`src/rtl/edge_evt_pkg.sv`:
```
// Shared constants for the edge-event arbiter.
//   MODE_*  : per-channel {fall_en,rise_en} encodings
//   KIND_*  : value presented on evt_kind
//   ST_*    : output slot FSM states
package edge_evt_pkg;

    localparam logic [1:0] MODE_OFF  = 2'b00;
    localparam logic [1:0] MODE_RISE = 2'b01;
    localparam logic [1:0] MODE_FALL = 2'b10;
    localparam logic [1:0] MODE_BOTH = 2'b11;

    localparam logic KIND_RISE = 1'b1;
    localparam logic KIND_FALL = 1'b0;

    localparam logic [0:0] ST_EMPTY = 1'b0;
    localparam logic [0:0] ST_FULL  = 1'b1;

endpackage

```
`src/rtl/edge_detect_ch.sv`:
```
// Per-channel level-to-pulse edge detector.
//   clk, rst  : clock, synchronous active-high reset
//   level     : synchronised level input
//   rise_en   : qualify rising edges
//   fall_en   : qualify falling edges
//   rise      : raw rising edge this cycle
//   q         : qualified edge (rise&rise_en | fall&fall_en)
module edge_detect_ch (
    input  logic clk,
    input  logic rst,
    input  logic level,
    input  logic rise_en,
    input  logic fall_en,
    output logic rise,
    output logic q
);

    logic prev_lvl;
    logic fall;

    // prev_lvl clears on reset, so a level already high at release is a rise.
    always_ff @(posedge clk) begin
        if (rst) prev_lvl <= 1'b0;
        else     prev_lvl <= level;
    end

    assign rise = level & ~prev_lvl;
    assign fall = ~level & prev_lvl;
    assign q    = (rise & rise_en) | (fall & fall_en);

endmodule

```
`src/rtl/edge_event_arbiter.sv`:
```
// Multi-channel edge-event controller: NCH edge detectors, one pending event
// per channel, round-robin sharing of a single valid/ready event port.
//   clk, rst   : clock, synchronous active-high reset
//   level_in   : per-channel synchronised levels
//   mode       : per channel {fall_en,rise_en} at mode[2i+1:2i]
//   evt_valid  : event presented on evt_ch/evt_kind
//   evt_ready  : consumer accept
//   evt_ch     : channel index of presented event
//   evt_kind   : 1 rising, 0 falling
//   overflow   : sticky per-channel dropped-event flags
//   ovf_clr    : clear all overflow bits (set wins)
module edge_event_arbiter
    import edge_evt_pkg::*;
#(
    parameter int NCH = 4
) (
    input  logic                          clk,
    input  logic                          rst,
    input  logic [NCH-1:0]                level_in,
    input  logic [2*NCH-1:0]              mode,
    output logic                          evt_valid,
    input  logic                          evt_ready,
    output logic [$clog2(NCH)-1:0]        evt_ch,
    output logic                          evt_kind,
    output logic [NCH-1:0]                overflow,
    input  logic                          ovf_clr
);

    localparam int IDW = $clog2(NCH);

    logic [NCH-1:0] rise, q, pending, kind, take, ovf_set;
    logic [IDW-1:0] rr_ptr, winner;
    logic [0:0]     state;
    logic           any_pend, load;

    for (genvar i = 0; i < NCH; i++) begin : g_ch
        edge_detect_ch u_det (
            .clk     (clk),
            .rst     (rst),
            .level   (level_in[i]),
            .rise_en (mode[2*i]),
            .fall_en (mode[2*i+1]),
            .rise    (rise[i]),
            .q       (q[i])
        );
    end

    // First set bit of req searching ptr, ptr+1, ... mod NCH.
    function automatic logic [IDW-1:0] rr_pick(input logic [NCH-1:0] req,
                                               input logic [IDW-1:0] ptr);
        logic [IDW-1:0] pick;
        logic [IDW-1:0] ix;
        logic           found;
        pick  = ptr;
        found = 1'b0;
        for (int k = 0; k < NCH; k++) begin
            ix = IDW'((int'(ptr) + k) % NCH);
            if (!found && req[ix]) begin
                pick  = ix;
                found = 1'b1;
            end
        end
        return pick;
    endfunction

    assign any_pend  = |pending;
    assign evt_valid = (state == ST_FULL);
    // Load the slot when it is empty or being drained this cycle.
    assign load      = any_pend && ((state == ST_EMPTY) || evt_ready);
    assign winner    = rr_pick(pending, rr_ptr);

    always_comb begin
        take    = '0;
        ovf_set = '0;
        for (int i = 0; i < NCH; i++) begin
            take[i]    = load && (winner == IDW'(i));
            // A channel being loaded frees its pending slot for the new edge.
            ovf_set[i] = q[i] && pending[i] && !take[i];
        end
    end

    always_ff @(posedge clk) begin
        if (rst) begin
            state    <= ST_EMPTY;
            pending  <= '0;
            kind     <= '0;
            rr_ptr   <= '0;
            evt_ch   <= '0;
            evt_kind <= 1'b0;
            overflow <= '0;
        end else begin
            if ((state == ST_EMPTY) || evt_ready)
                state <= any_pend ? ST_FULL : ST_EMPTY;

            if (load) begin
                evt_ch   <= winner;
                evt_kind <= kind[winner];
                rr_ptr   <= (winner == IDW'(NCH-1)) ? '0 : winner + 1'b1;
            end

            for (int i = 0; i < NCH; i++) begin
                if (q[i] && (!pending[i] || take[i])) begin
                    pending[i] <= 1'b1;
                    kind[i]    <= rise[i];
                end else if (take[i]) begin
                    pending[i] <= 1'b0;
                end
            end

            overflow <= (ovf_clr ? '0 : overflow) | ovf_set;
        end
    end

endmodule

```
`config.mk`:
```
export PLATFORM = sky130hd
export DESIGN_NAME = edge_event_arbiter
export DESIGN_NICKNAME = d
export VERILOG_FILES = /design/src/rtl/edge_evt_pkg.sv /design/src/rtl/edge_detect_ch.sv /design/src/rtl/edge_event_arbiter.sv
export SDC_FILE = /design/constraint.sdc
export NUM_CORES = 1
export LEC_CHECK = 0
export ABC_CLOCK_PERIOD_IN_PS = 4450
export CORE_MARGIN = 2
export CORE_UTILIZATION = 32
export DETAILED_ROUTE_END_ITERATION = 8
export PLACE_DENSITY = 0.58
export SLEW_MARGIN = 5
export SYNTH_ARGS = -nofsm -noshare
export SYNTH_HDL_FRONTEND = slang
export SYNTH_SLANG_ARGS = --single-unit
```
`constraint.sdc`:
```
create_clock -name clk -period 4.45 [get_ports clk]
set_input_delay 0.89 -clock clk [delete_from_list [all_inputs] [get_ports clk]]
set_output_delay 0.89 -clock clk [all_outputs]
set_load 0.02 [all_outputs]
```
==> flow_summary.html <==
<table>
<tr><th>Metric</th><th>Value</th></tr>
<tr><th colspan="2">Run status</th></tr>
<tr><td>Outcome</td><td>finished, final reports clean</td></tr>
<tr><th colspan="2">Synthesis</th></tr>
<tr><td>Synth top area share</td><td>40.1%</td></tr>
<tr><td>Seq/Total Area, Yosys</td><td>40.1%</td></tr>
<tr><td>Synth unique cells</td><td>31</td></tr>
<tr><td>Average size of a mapped cell</td><td>8.44 sq um</td></tr>
<tr><td>Post-Syn Nets</td><td>150</td></tr>
<tr><td>Largest area contributor in the netlist</td><td>sky130_fd_sc_hd__dfxtp_1</td></tr>
<tr><td>Count of yosys warnings during synthesis</td><td>0</td></tr>
<tr><td>Most area-consuming cells after synthesis</td><td>sky130_fd_sc_hd__dfxtp_1 40%, sky130_fd_sc_hd__nor2_1 6.2%, sky130_fd_sc_hd__a21oi_1 5.5%</td></tr>
<tr><td>Most common flop cell mapped by yosys</td><td>sky130_fd_sc_hd__dfxtp_1</td></tr>
<tr><td>Fraction of synthesis flops using an asynchronous set or reset pin</td><td>0%</td></tr>
<tr><td>Gate count of the mapped netlist</td><td>130</td></tr>
<tr><td>Number of flops mapped to enable cells by yosys</td><td>0</td></tr>
<tr><td>Mapped cell area</td><td>1100 sq um</td></tr>
<tr><td>#FFs+latches synth</td><td>22</td></tr>
<tr><th colspan="2">Clock tree</th></tr>
<tr><td>Clock slew seen by the registers of the worst setup and hold paths</td><td>120 ps</td></tr>
<tr><td>Count of clock tree sinks</td><td>22</td></tr>
<tr><td>Number of buffers between clock root and the deepest sink</td><td>2</td></tr>
<tr><td>Clock tree from TritonCTS</td><td>done</td></tr>
<tr><td>Number of gates resized after CTS</td><td>0</td></tr>
<tr><td>CTS root buf</td><td>sky130_fd_sc_hd__clkbuf_4</td></tr>
<tr><td>Setup bufs post-CTS</td><td>0</td></tr>
<tr><td>Hold_buf cts</td><td>0</td></tr>
<tr><td>H-tree lvl count</td><td>1</td></tr>
<tr><td>Clock buffers created by TritonCTS</td><td>3</td></tr>
<tr><td>Worst-skew pair later-pin latency</td><td>300 ps</td></tr>
<tr><th colspan="2">Global route</th></tr>
<tr><td>Global Route Usage Sum</td><td>12.7%</td></tr>
<tr><td>Global-route wire length before repair</td><td>4.06 mm</td></tr>
<tr><td>Via count of the first global-routing pass</td><td>931</td></tr>
<tr><td>Remaining global-route overflow</td><td>0</td></tr>
<tr><td>Antenna violations before repair</td><td>0</td></tr>
<tr><td>Maximum number of pins on one net before global-route repair</td><td>23</td></tr>
<tr><th colspan="2">STA</th></tr>
<tr><td>Number of pins exceeding their max-slew limit in the final report</td><td>0</td></tr>
<tr><td>Post-Route Skew</td><td>4.08 ps</td></tr>
<tr><td>Fin crit share</td><td>54.0%</td></tr>
<tr><td>Sum Neg Setup Slack</td><td>0 ps</td></tr>
<tr><td>Worst slew margin relative to its limit</td><td>48.8%</td></tr>
<tr><td>Maximum clock frequency</td><td>0.416 GHz</td></tr>
<tr><td>Hold Fails Final Rpt</td><td>0</td></tr>
<tr><td>Post-route minimum period</td><td>2400 ps</td></tr>
<tr><td>Final setup violation count</td><td>0</td></tr>
<tr><td>Unrepaired setup endpoints after global routing</td><td>no</td></tr>
<tr><td>Post-layout worst setup margin</td><td>2050 ps</td></tr>
<tr><td>Least-Margin Pin Slew</td><td>765 ps</td></tr>
<tr><td>Worst-case hold slack</td><td>515 ps</td></tr>
<tr><th colspan="2">Place</th></tr>
<tr><td>Port bufs</td><td>23</td></tr>
<tr><td>Final GP Congestion</td><td>0.766</td></tr>
<tr><td>DP Wirelength</td><td>1.81 mm</td></tr>
<tr><td>Worst slack, placed</td><td>1810 ps</td></tr>
<tr><th colspan="2">Final layout</th></tr>
<tr><td>Nets</td><td>174</td></tr>
<tr><td>Total area of sequential cells</td><td>440 sq um</td></tr>
<tr><td>Area growth from synthesis to final layout</td><td>27.9%</td></tr>
<tr><td>Multi-input logic area</td><td>587 sq um</td></tr>
<tr><td>Fraction of the core area covered by cells at the end of the flow</td><td>42.4%</td></tr>
<tr><td>Most frequent cells in the layout</td><td>23 x sky130_fd_sc_hd__clkdlybuf4s50_1, 22 x sky130_fd_sc_hd__dfxtp_1, 18 x sky130_fd_sc_hd__nor2_1</td></tr>
<tr><td>Ratio of cells with drive above 1 in the final layout</td><td>8.50%</td></tr>
<tr><td>Antenna Diode Count</td><td>0</td></tr>
<tr><td>Filler cell count</td><td>379</td></tr>
<tr><td>Commonest non-fill, non-tap cell in the layout</td><td>sky130_fd_sc_hd__clkdlybuf4s50_1</td></tr>
<tr><th colspan="2">Pwr</th></tr>
<tr><td>PD cells</td><td>360 nW/um^2</td></tr>
<tr><td>Highest ir drop seen on vdd</td><td>204 uV</td></tr>
<tr><td>Standby leakage power</td><td>0.518 nW</td></tr>
<tr><td>PnR Total Power</td><td>0.505 mW</td></tr>
<tr><th colspan="2">Route</th></tr>
<tr><td>Total number of vias</td><td>953</td></tr>
<tr><td>Final routed DRC violation total</td><td>0</td></tr>
<tr><td>Routed vias/inst</td><td>4.79</td></tr>
<tr><td>Violation count after the first detailed-routing iteration</td><td>24</td></tr>
<tr><td>Final antenna-violating net count</td><td>0</td></tr>
<tr><td>Detailed Route WL</td><td>2.36 mm</td></tr>
<tr><td>First-pass detailed-route iteration total</td><td>4</td></tr>
<tr><td>WL per Instance</td><td>11.8 microns</td></tr>
<tr><th colspan="2">Worst setup path</th></tr>
<tr><td>Critical Path RT</td><td>4630 ps</td></tr>
<tr><td>RR Startpoint</td><td>pending[3]</td></tr>
<tr><td>Arrival time at the worst endpoint</td><td>2580 ps</td></tr>
<tr><td>Largest fanout of any net on the critical path</td><td>8</td></tr>
<tr><td>Category of the most critical setup path</td><td>reg2reg</td></tr>
<tr><td>Timing startpoint of the critical path</td><td>pending[3]</td></tr>
<tr><td>Endpoint class of the critical path</td><td>flop</td></tr>
<tr><td>Kind of launch point of the worst setup path</td><td>flop</td></tr>
<tr><th colspan="2">Floorplan</th></tr>
<tr><td>Die footprint</td><td>3910 sq um</td></tr>
<tr><td>Total I/O pin count</td><td>24</td></tr>
<tr><td>Die Wd</td><td>62.6 microns</td></tr>
<tr><td>Effective utilization at floorplan</td><td>33.1%</td></tr>
<tr><td>CORE AREA</td><td>3310 sq um</td></tr>
<tr><td>Die height</td><td>62.6 microns</td></tr>
<tr><td>Count of standard-cell rows</td><td>21</td></tr>
<tr><th colspan="2">Min path</th></tr>
<tr><td>Hold wc startpoint</td><td>evt_ch[1]</td></tr>
<tr><td>Worst min-delay path class</td><td>reg2reg</td></tr>
<tr><th colspan="2">Run</th></tr>
<tr><td>Maximum Capacitance Violations</td><td>0</td></tr>
</table>
==> sequential cells by signal, summed over array words and instances (netlist names) <==
name / cells
evt_ch: 2
evt_kind: 1
evt_valid: 1
g_ch.u_det.prev_lvl: 4
kind: 4
overflow: 4
pending: 4
rr_ptr: 2
==> metal layers <==
| metal | share of wire, % | vias to the layer above | GRT usage (%) |
|---|---|---|---|
| li1 | - | 500 | - |
| met1 | 48 | 440 | 16.0 |
| met2 | 49 | 11 | 21.2 |
| met3 | 2.2 | 2 | 2.16 |
| met4 | 1.1 | 0 | 5.83 |
| met5 | 0 | - | 0 |
==> worst paths after layout <==
| kind | depth (start not counted) | endpoint | slack (ps) |
|---|---|---|---|
| hold reg to reg | 2 | evt_ch[1] | 510 |
| hold / removal | 2 | evt_ch[1] | 510 |
| setup reg to reg | 9 | kind[3] | 2050 |
| setup / recovery | 9 | kind[3] | 2050 |
==> synthesized netlist by cell type, types with 2 or more instances <==
cell	instances
sky130_fd_sc_hd__nand2b_1	2
sky130_fd_sc_hd__ha_1	4
sky130_fd_sc_hd__inv_1	13
sky130_fd_sc_hd__o21ai_0	4
sky130_fd_sc_hd__a32oi_1	4
sky130_fd_sc_hd__buf_2	2
sky130_fd_sc_hd__mux2i_1	3
sky130_fd_sc_hd__nor2b_1	9
sky130_fd_sc_hd__a21oi_1	12
sky130_fd_sc_hd__clkbuf_1	2
sky130_fd_sc_hd__a2111oi_2	2
sky130_fd_sc_hd__o2bb2ai_1	4
sky130_fd_sc_hd__a31oi_1	3
sky130_fd_sc_hd__dfxtp_1	22
sky130_fd_sc_hd__nor2_1	18
sky130_fd_sc_hd__nand2_1	11
==> cell families after synthesis <==
| logic type | count (synthesis) | synth area share, % |
|---|---|---|
| AO/OA/AOI/OAI | 38 | 26.7 |
| adder cells (fa/ha/maj) | 4 | 4.56 |
| buffers and inverters | 18 | 6.39 |
| flip-flops | 22 | 40.1 |
| multiplexers | 3 | 2.74 |
| AND/OR/NAND/NOR | 45 | 19.5 |
==> where the power goes <==
part | internal, mW | leakage (nW) | switching, mW | total (mW)
Sequential | 0.215 | 0.181 | 0.0211 | 0.236
Combinational | 0.0731 | 0.317 | 0.0879 | 0.161
Clock | 0.0499 | 0.0210 | 0.0579 | 0.108
==> cell type report <==
type | count | area share (%)
clock buffers | 4 | 2.58
inverters | 14 | 3.74
multi-input cells | 90 | 41.8
flip-flops and latches | 22 | 31.4
well taps | 46 | 4.10
repair buffers | 23 | 16.4
==> worst max-delay path: stages, from the launching register on <==
cell and delay, ps:
sky130_fd_sc_hd__dfxtp_1 530, sky130_fd_sc_hd__or2_1 190, sky130_fd_sc_hd__a21oi_1 90, sky130_fd_sc_hd__a211oi_2 550
sky130_fd_sc_hd__ha_1 280, sky130_fd_sc_hd__inv_1 40, sky130_fd_sc_hd__o21ai_0 260, sky130_fd_sc_hd__a21oi_1 110
sky130_fd_sc_hd__a31oi_1 170, sky130_fd_sc_hd__nor2_1 50
==> through the flow <==
step,cells,area (sq um)
final,199,1400
after global routing,199,1400
after CTS,199,1400
after detailed placement,195,1370
after global placement,195,1370
after floorplan,130,1100
No activity file was read; power rests on OpenSTA's default activity.
